$ cat config.mk
export PLATFORM = sky130hd
export DESIGN_NAME = prefix_adder_pipe
export DESIGN_NICKNAME = d
export VERILOG_FILES = /design/src/rtl/adder_pkg.sv /design/src/rtl/pfx_level.sv /design/src/rtl/prefix_adder_pipe.sv
export SDC_FILE = /design/constraint.sdc
export NUM_CORES = 1
export LEC_CHECK = 0
export BUFFER_PORTS_ARGS = -buffer_cell sky130_fd_sc_hd__clkbuf_2
export CORE_MARGIN = 10
export CORE_UTILIZATION = 30
export DETAILED_ROUTE_END_ITERATION = 6
export GPL_ROUTABILITY_DRIVEN = 0
export HOLD_SLACK_MARGIN = 0.05
export PLACE_DENSITY = 0.47
export SYNTH_ARGS = -nofsm -noshare
export SYNTH_HDL_FRONTEND = slang
export SYNTH_SLANG_ARGS = --single-unit
$ cat constraint.sdc
create_clock -name clk -period 2.38 [get_ports clk]
set_input_delay 0.119 -clock clk [delete_from_list [all_inputs] [get_ports clk]]
set_output_delay 0.119 -clock clk [all_outputs]
set_load 0.005 [all_outputs]
$ cat src/rtl/adder_pkg.sv
// Shared constants and helpers for the pipelined parallel-prefix adder family.
package adder_pkg;

  typedef enum logic {
    OP_ADD = 1'b0,
    OP_SUB = 1'b1
  } op_e;

  function automatic int unsigned clog2(input int unsigned v);
    int unsigned r;
    r = 0;
    while ((32'd1 << r) < v) r++;
    return r;
  endfunction

  function automatic int unsigned pfx_levels(input int unsigned width);
    return clog2(width);
  endfunction

  // One operand register plus one register per group of lps prefix levels.
  function automatic int unsigned pipe_lat(input int unsigned width, input int unsigned lps);
    return 1 + (pfx_levels(width) + lps - 1) / lps;
  endfunction

endpackage

$ cat src/rtl/pfx_level.sv
// One combinational Kogge-Stone level: combine each node with the node SPAN below it.
module pfx_level
  import adder_pkg::*;
#(
  parameter int unsigned WIDTH = 32,
  parameter int unsigned SPAN  = 1
) (
  input  logic [WIDTH-1:0] g_in,
  input  logic [WIDTH-1:0] p_in,
  output logic [WIDTH-1:0] g_out,
  output logic [WIDTH-1:0] p_out
);

  always_comb begin
    g_out = g_in;
    p_out = p_in;
    for (int unsigned i = SPAN; i < WIDTH; i++) begin
      g_out[i] = g_in[i] | (p_in[i] & g_in[i-SPAN]);
      p_out[i] = p_in[i] & p_in[i-SPAN];
    end
  end

endmodule

$ cat src/rtl/prefix_adder_pipe.sv
// Pipelined Kogge-Stone adder/subtractor with valid/ready handshakes and tag passthrough.
module prefix_adder_pipe
  import adder_pkg::*;
#(
  parameter int unsigned WIDTH = 32,
  parameter int unsigned LPS   = 2,
  parameter int unsigned TAG_W = 4
) (
  input  logic             clk,
  input  logic             rst_n,
  input  logic             in_valid,
  output logic             in_ready,
  input  logic [WIDTH-1:0] a,
  input  logic [WIDTH-1:0] b,
  input  logic             cin,
  input  logic             op_sub,
  input  logic [TAG_W-1:0] tag_in,
  output logic             out_valid,
  input  logic             out_ready,
  output logic [WIDTH-1:0] sum,
  output logic             cout,
  output logic             ovf,
  output logic             zero,
  output logic [TAG_W-1:0] tag_out
);

  localparam int unsigned L  = pfx_levels(WIDTH);
  localparam int unsigned NG = (L + LPS - 1) / LPS;

  logic             advance;
  logic [WIDTH-1:0] bb;
  logic             c0;

  logic [WIDTH-1:0] st_g   [NG];
  logic [WIDTH-1:0] st_p   [NG];
  logic [WIDTH-1:0] st_x   [NG];
  logic             st_c0  [NG];
  logic             st_am  [NG];
  logic             st_bm  [NG];
  logic             st_v   [NG];
  logic [TAG_W-1:0] st_tag [NG];

  logic [WIDTH-1:0] in_g [L];
  logic [WIDTH-1:0] in_p [L];
  logic [WIDTH-1:0] lv_g [L];
  logic [WIDTH-1:0] lv_p [L];

  logic [WIDTH-1:0] fin_g;
  logic [WIDTH-1:0] sum_d;
  logic             cout_d;
  logic             ovf_d;

  assign advance  = !out_valid | out_ready;
  assign in_ready = advance;

  always_comb begin
    bb = (op_e'(op_sub) == OP_SUB) ? ~b : b;
    c0 = cin ^ op_sub;
  end

  // Carry-in is folded into bit 0's generate at the first level, so every
  // prefix G[i] already is the carry out of bit i.
  for (genvar k = 0; k < L; k++) begin : g_lvl
    if (k == 0) begin : g_first
      assign in_g[k] = {st_g[0][WIDTH-1:1], st_g[0][0] | (st_p[0][0] & st_c0[0])};
      assign in_p[k] = st_p[0];
    end else if ((k % LPS) == 0) begin : g_reg
      assign in_g[k] = st_g[k/LPS];
      assign in_p[k] = st_p[k/LPS];
    end else begin : g_chain
      assign in_g[k] = lv_g[k-1];
      assign in_p[k] = lv_p[k-1];
    end

    pfx_level #(
      .WIDTH (WIDTH),
      .SPAN  (1 << k)
    ) u_lvl (
      .g_in  (in_g[k]),
      .p_in  (in_p[k]),
      .g_out (lv_g[k]),
      .p_out (lv_p[k])
    );
  end

  always_comb begin
    fin_g  = lv_g[L-1];
    sum_d  = st_x[NG-1] ^ {fin_g[WIDTH-2:0], st_c0[NG-1]};
    cout_d = fin_g[WIDTH-1];
    // Same-sign operands whose result sign differs: equals carry[W-1]^carry[W-2].
    ovf_d  = ~(st_am[NG-1] ^ st_bm[NG-1]) & (sum_d[WIDTH-1] ^ st_am[NG-1]);
  end

  always_ff @(posedge clk or negedge rst_n) begin
    if (!rst_n) begin
      for (int unsigned j = 0; j < NG; j++) begin
        st_g[j]   <= '0;
        st_p[j]   <= '0;
        st_x[j]   <= '0;
        st_c0[j]  <= 1'b0;
        st_am[j]  <= 1'b0;
        st_bm[j]  <= 1'b0;
        st_v[j]   <= 1'b0;
        st_tag[j] <= '0;
      end
      out_valid <= 1'b0;
      sum       <= '0;
      cout      <= 1'b0;
      ovf       <= 1'b0;
      zero      <= 1'b0;
      tag_out   <= '0;
    end else if (advance) begin
      st_v[0] <= in_valid;
      if (in_valid) begin
        st_g[0]   <= a & bb;
        st_p[0]   <= a | bb;
        st_x[0]   <= a ^ bb;
        st_c0[0]  <= c0;
        st_am[0]  <= a[WIDTH-1];
        st_bm[0]  <= bb[WIDTH-1];
        st_tag[0] <= tag_in;
      end
      for (int unsigned j = 1; j < NG; j++) begin
        st_v[j] <= st_v[j-1];
        if (st_v[j-1]) begin
          st_g[j]   <= lv_g[j*LPS-1];
          st_p[j]   <= lv_p[j*LPS-1];
          st_x[j]   <= st_x[j-1];
          st_c0[j]  <= st_c0[j-1];
          st_am[j]  <= st_am[j-1];
          st_bm[j]  <= st_bm[j-1];
          st_tag[j] <= st_tag[j-1];
        end
      end
      out_valid <= st_v[NG-1];
      // Bubbles leave the output fields at their last held value.
      if (st_v[NG-1]) begin
        sum     <= sum_d;
        cout    <= cout_d;
        ovf     <= ovf_d;
        zero    <= (sum_d == '0);
        tag_out <= st_tag[NG-1];
      end
    end
  end

endmodule

==> flow_summary.toml <==
[worst_setup_path]
crit_path_max_fanout = 23
ff2ff_path_depth = 5
startpoint_type = "flip-flop"
critPathArrivalTime_ns = 2.22
critical_path_class = "flip-flop to flip-flop"
ff2ff_setup_slack_ns = 0.57
r2r-end = "st_x[45]$_DFFE_PN0P_"
crit_path_end_kind = "flip-flop"
required_ns = 2.79
timing.rr.start = "out_valid$_DFFE_PN0N_"

[finish]
multiInputGateArea_mm2 = 0.00603
drive_above_1_share = 0.254
final_common_cell = "dfrtp_1"
design_area_mm2 = 0.0181
utilization = 0.369
final_cell_mix = "dfrtp_1, mux2_2, nand2_1"
filler_cell_count = 4878
seq_area_mm2 = 0.00831
nets = 1584
area_delta_synth_final_pct = 21.5

[synth]
ys.flop_type = "dfrtp_1"
synth_enable_flop_cells = 0
ys_seq_area_frac = 0.558
synth_nets = 1414
netlist-cell-type-count = 31
syn_avg_cell_area_um2 = 11.7
yosys_warnings = 0
synthArstFlopShare = 1.00
synthCells = 1276
syn_area_mm2 = 0.0149
ys_ff_latch = 332

[floorplan]
die_h_um = 243
die-area_mm2 = 0.0589
start_util = 0.304
die_w_um = 243
core_area_mm2 = 0.0490
placementRows = 81
num_io_pins = 115

[routing]
ant_nets = 0
detail_route.first_pass.iterations = 4
wl_um = 38200
vias = 9688
avgViaCountPerCell = 4.53
drt-initial-drc-count = 520
wl_per_cell_um = 17.9
drc = 0

[clock_tree]
clock_path_buffers = 3
post-cts-setup-buffer-count = 0
cts_resized = 0
cts-root-buf = "clkbuf_16"
cts_tree = "built"
hold_buffers = 60
clock_latency_ns = 0.53
clock-sinks = 332
h-tree-depth = 2
cts_made_buffers = 38
clk_pin_slew_worst_paths_ns = 0.06

[power]
pwr-share-clk = 0.256
p_comb_frac = 0.290
p_int_uw = 14600
seq_power_share = 0.455
ir_worst_vdd_v = 0.000467
power_switching_uw = 7660
finalPower_uw = 22200
switching_share = 0.344
p_per_area_mw_per_mm2 = 1230
power_leakage_uw = 0.00863

[global_routing]
antenna_found_initial = 1
grt_max_degree = 94
grt_pass1_vias = 10232
grt_pass1_wl_um = 61300
track_usage = 0.130
overflow = 0

[worst_hold_path]
worstHoldStart = "b[27]"
min_path_type = "primary input to flip-flop"
hold_depth = 5
holdPathEnd = "in_p[155]$_DFFE_PN0P_"

[run]
maxCapViolCount = 0

[sta]
fin_skew_ns = 0.0151
worst_pin_slew_ns = 0.574
maxSlewHeadroom = 0.617
final_max_slew_viol_count = 0
fmax_mhz = 553
hold_violations = 0
post-route-period-util = 0.760
holdWs_ns = 0.0594
min_period_ns = 1.81
grt_setup_unrepaired = "no"
setup_viol = 0
setup_tns_ns = 0

[status]
status = "finished clean"

[place]
port_buffers = 114
hpwl_um = 28100
placed_area_mm2 = 0.0163
==> metrics by stage <==
step                      setup WS [ns]  instances
after global placement            0.573       2010
after detailed placement          0.542       2010
after global routing              0.456       2137
after CTS                         0.554       2136
after floorplan                   0.881       1276
final                             0.570       2137
==> cell usage after synthesis (6+ instances only) <==
| cell | n | share of area |
|---|---|---|
| dfrtp_1 | 332 | 0.56 |
| nand4_1 | 27 | 0.011 |
| nor2_1 | 10 | 0.0025 |
| a21oi_1 | 66 | 0.022 |
| buf_2 | 28 | 0.0094 |
| clkbuf_1 | 20 | 0.0050 |
| nand3_1 | 6 | 0.0020 |
| nand2_1 | 165 | 0.042 |
| ha_1 | 64 | 0.054 |
| a22o_1 | 8 | 0.0047 |
| o31ai_1 | 16 | 0.0081 |
| xor2_1 | 46 | 0.027 |
| buf_4 | 12 | 0.0061 |
| a21o_1 | 61 | 0.031 |
| xnor2_1 | 19 | 0.011 |
| o21ai_0 | 138 | 0.046 |
| inv_1 | 65 | 0.016 |
| mux2_2 | 180 | 0.14 |
==> worst max path at each step <==
stage / from / endpoint / slack [ns]
final: out_valid$_DFFE_PN0N_ / st_x[45]$_DFFE_PN0P_ / 0.57
after detailed placement: out_valid$_DFFE_PN0N_ / st_x[45]$_DFFE_PN0P_ / 0.54
after global placement: in_g[15]$_DFFE_PN0P_ / zero$_DFFE_PN0P_ / 0.57
after global routing: out_valid$_DFFE_PN0N_ / st_x[39]$_DFFE_PN0P_ / 0.46
after floorplan: out_valid$_DFFE_PN0N_ / in_g[11]$_DFFE_PN0P_ / 0.88
after CTS: out_valid$_DFFE_PN0N_ / st_x[45]$_DFFE_PN0P_ / 0.55
==> flip-flops by register name, indices dropped and copies added, names as in the netlist <==
register   count
st_bm          3
st_x          96
st_tag        12
in_p          76
st_g           1
st_am          3
sum           32
out_valid      1
st_c0          3
tag_out        4
st_v           3
ovf            1
cout           1
in_g          95
zero           1
==> routing by layer <==
layer / GRT usage / vias up / routed length (µm)
li1: - / 4741 / -
met1: 0.182 / 4737 / 18700
met2: 0.199 / 163 / 17000
met3: 0.0283 / 47 / 1900
met4: 0.0316 / 0 / 669
met5: 0 / - / 0
==> cell families (layout without fill, tap and decap cells) <==
group / count (synthesis) / after routing / share of synthesized area
compound gates: 292 / 292 / 0.114
xor+xnor: 65 / 65 / 0.0383
fa+ha+maj: 64 / 64 / 0.0538
buf+inv: 127 / 323 / 0.0381
flops: 332 / 332 / 0.558
mux: 180 / 180 / 0.136
other cells: 0 / 1 / 0
simple gates: 216 / 216 / 0.0617
==> final cells by class <==
cell class | count | share of cell area
diodes | 1 | 0.000138
clock buffers | 58 | 0.0636
clock inverters | 8 | 0.00360
inverters | 66 | 0.0138
multi-input cells | 817 | 0.333
flip-flops and latches | 332 | 0.459
well taps | 664 | 0.0459
repair buffers | 191 | 0.0800
==> power groups by stage <==
stage	clock network [µW]	logic (µW)	registers, µW
6_report	5690	6440	10100
5_1_grt	6100	7290	10400
4_1_cts	5890	6580	10200
3_5_place_dp	0	6470	10300
3_3_place_gp	0	6370	10200
2_1_floorplan	0	4710	9170
==> worst max-delay path, stage by stage (launching register included) <==
cell and delay, ns:
dfrtp_1 0.34, nor2b_4 0.21, inv_4 0.10, nand2_4 0.37, buf_4 0.32, mux2_2 0.36
Power figures use the tool's default switching activity.
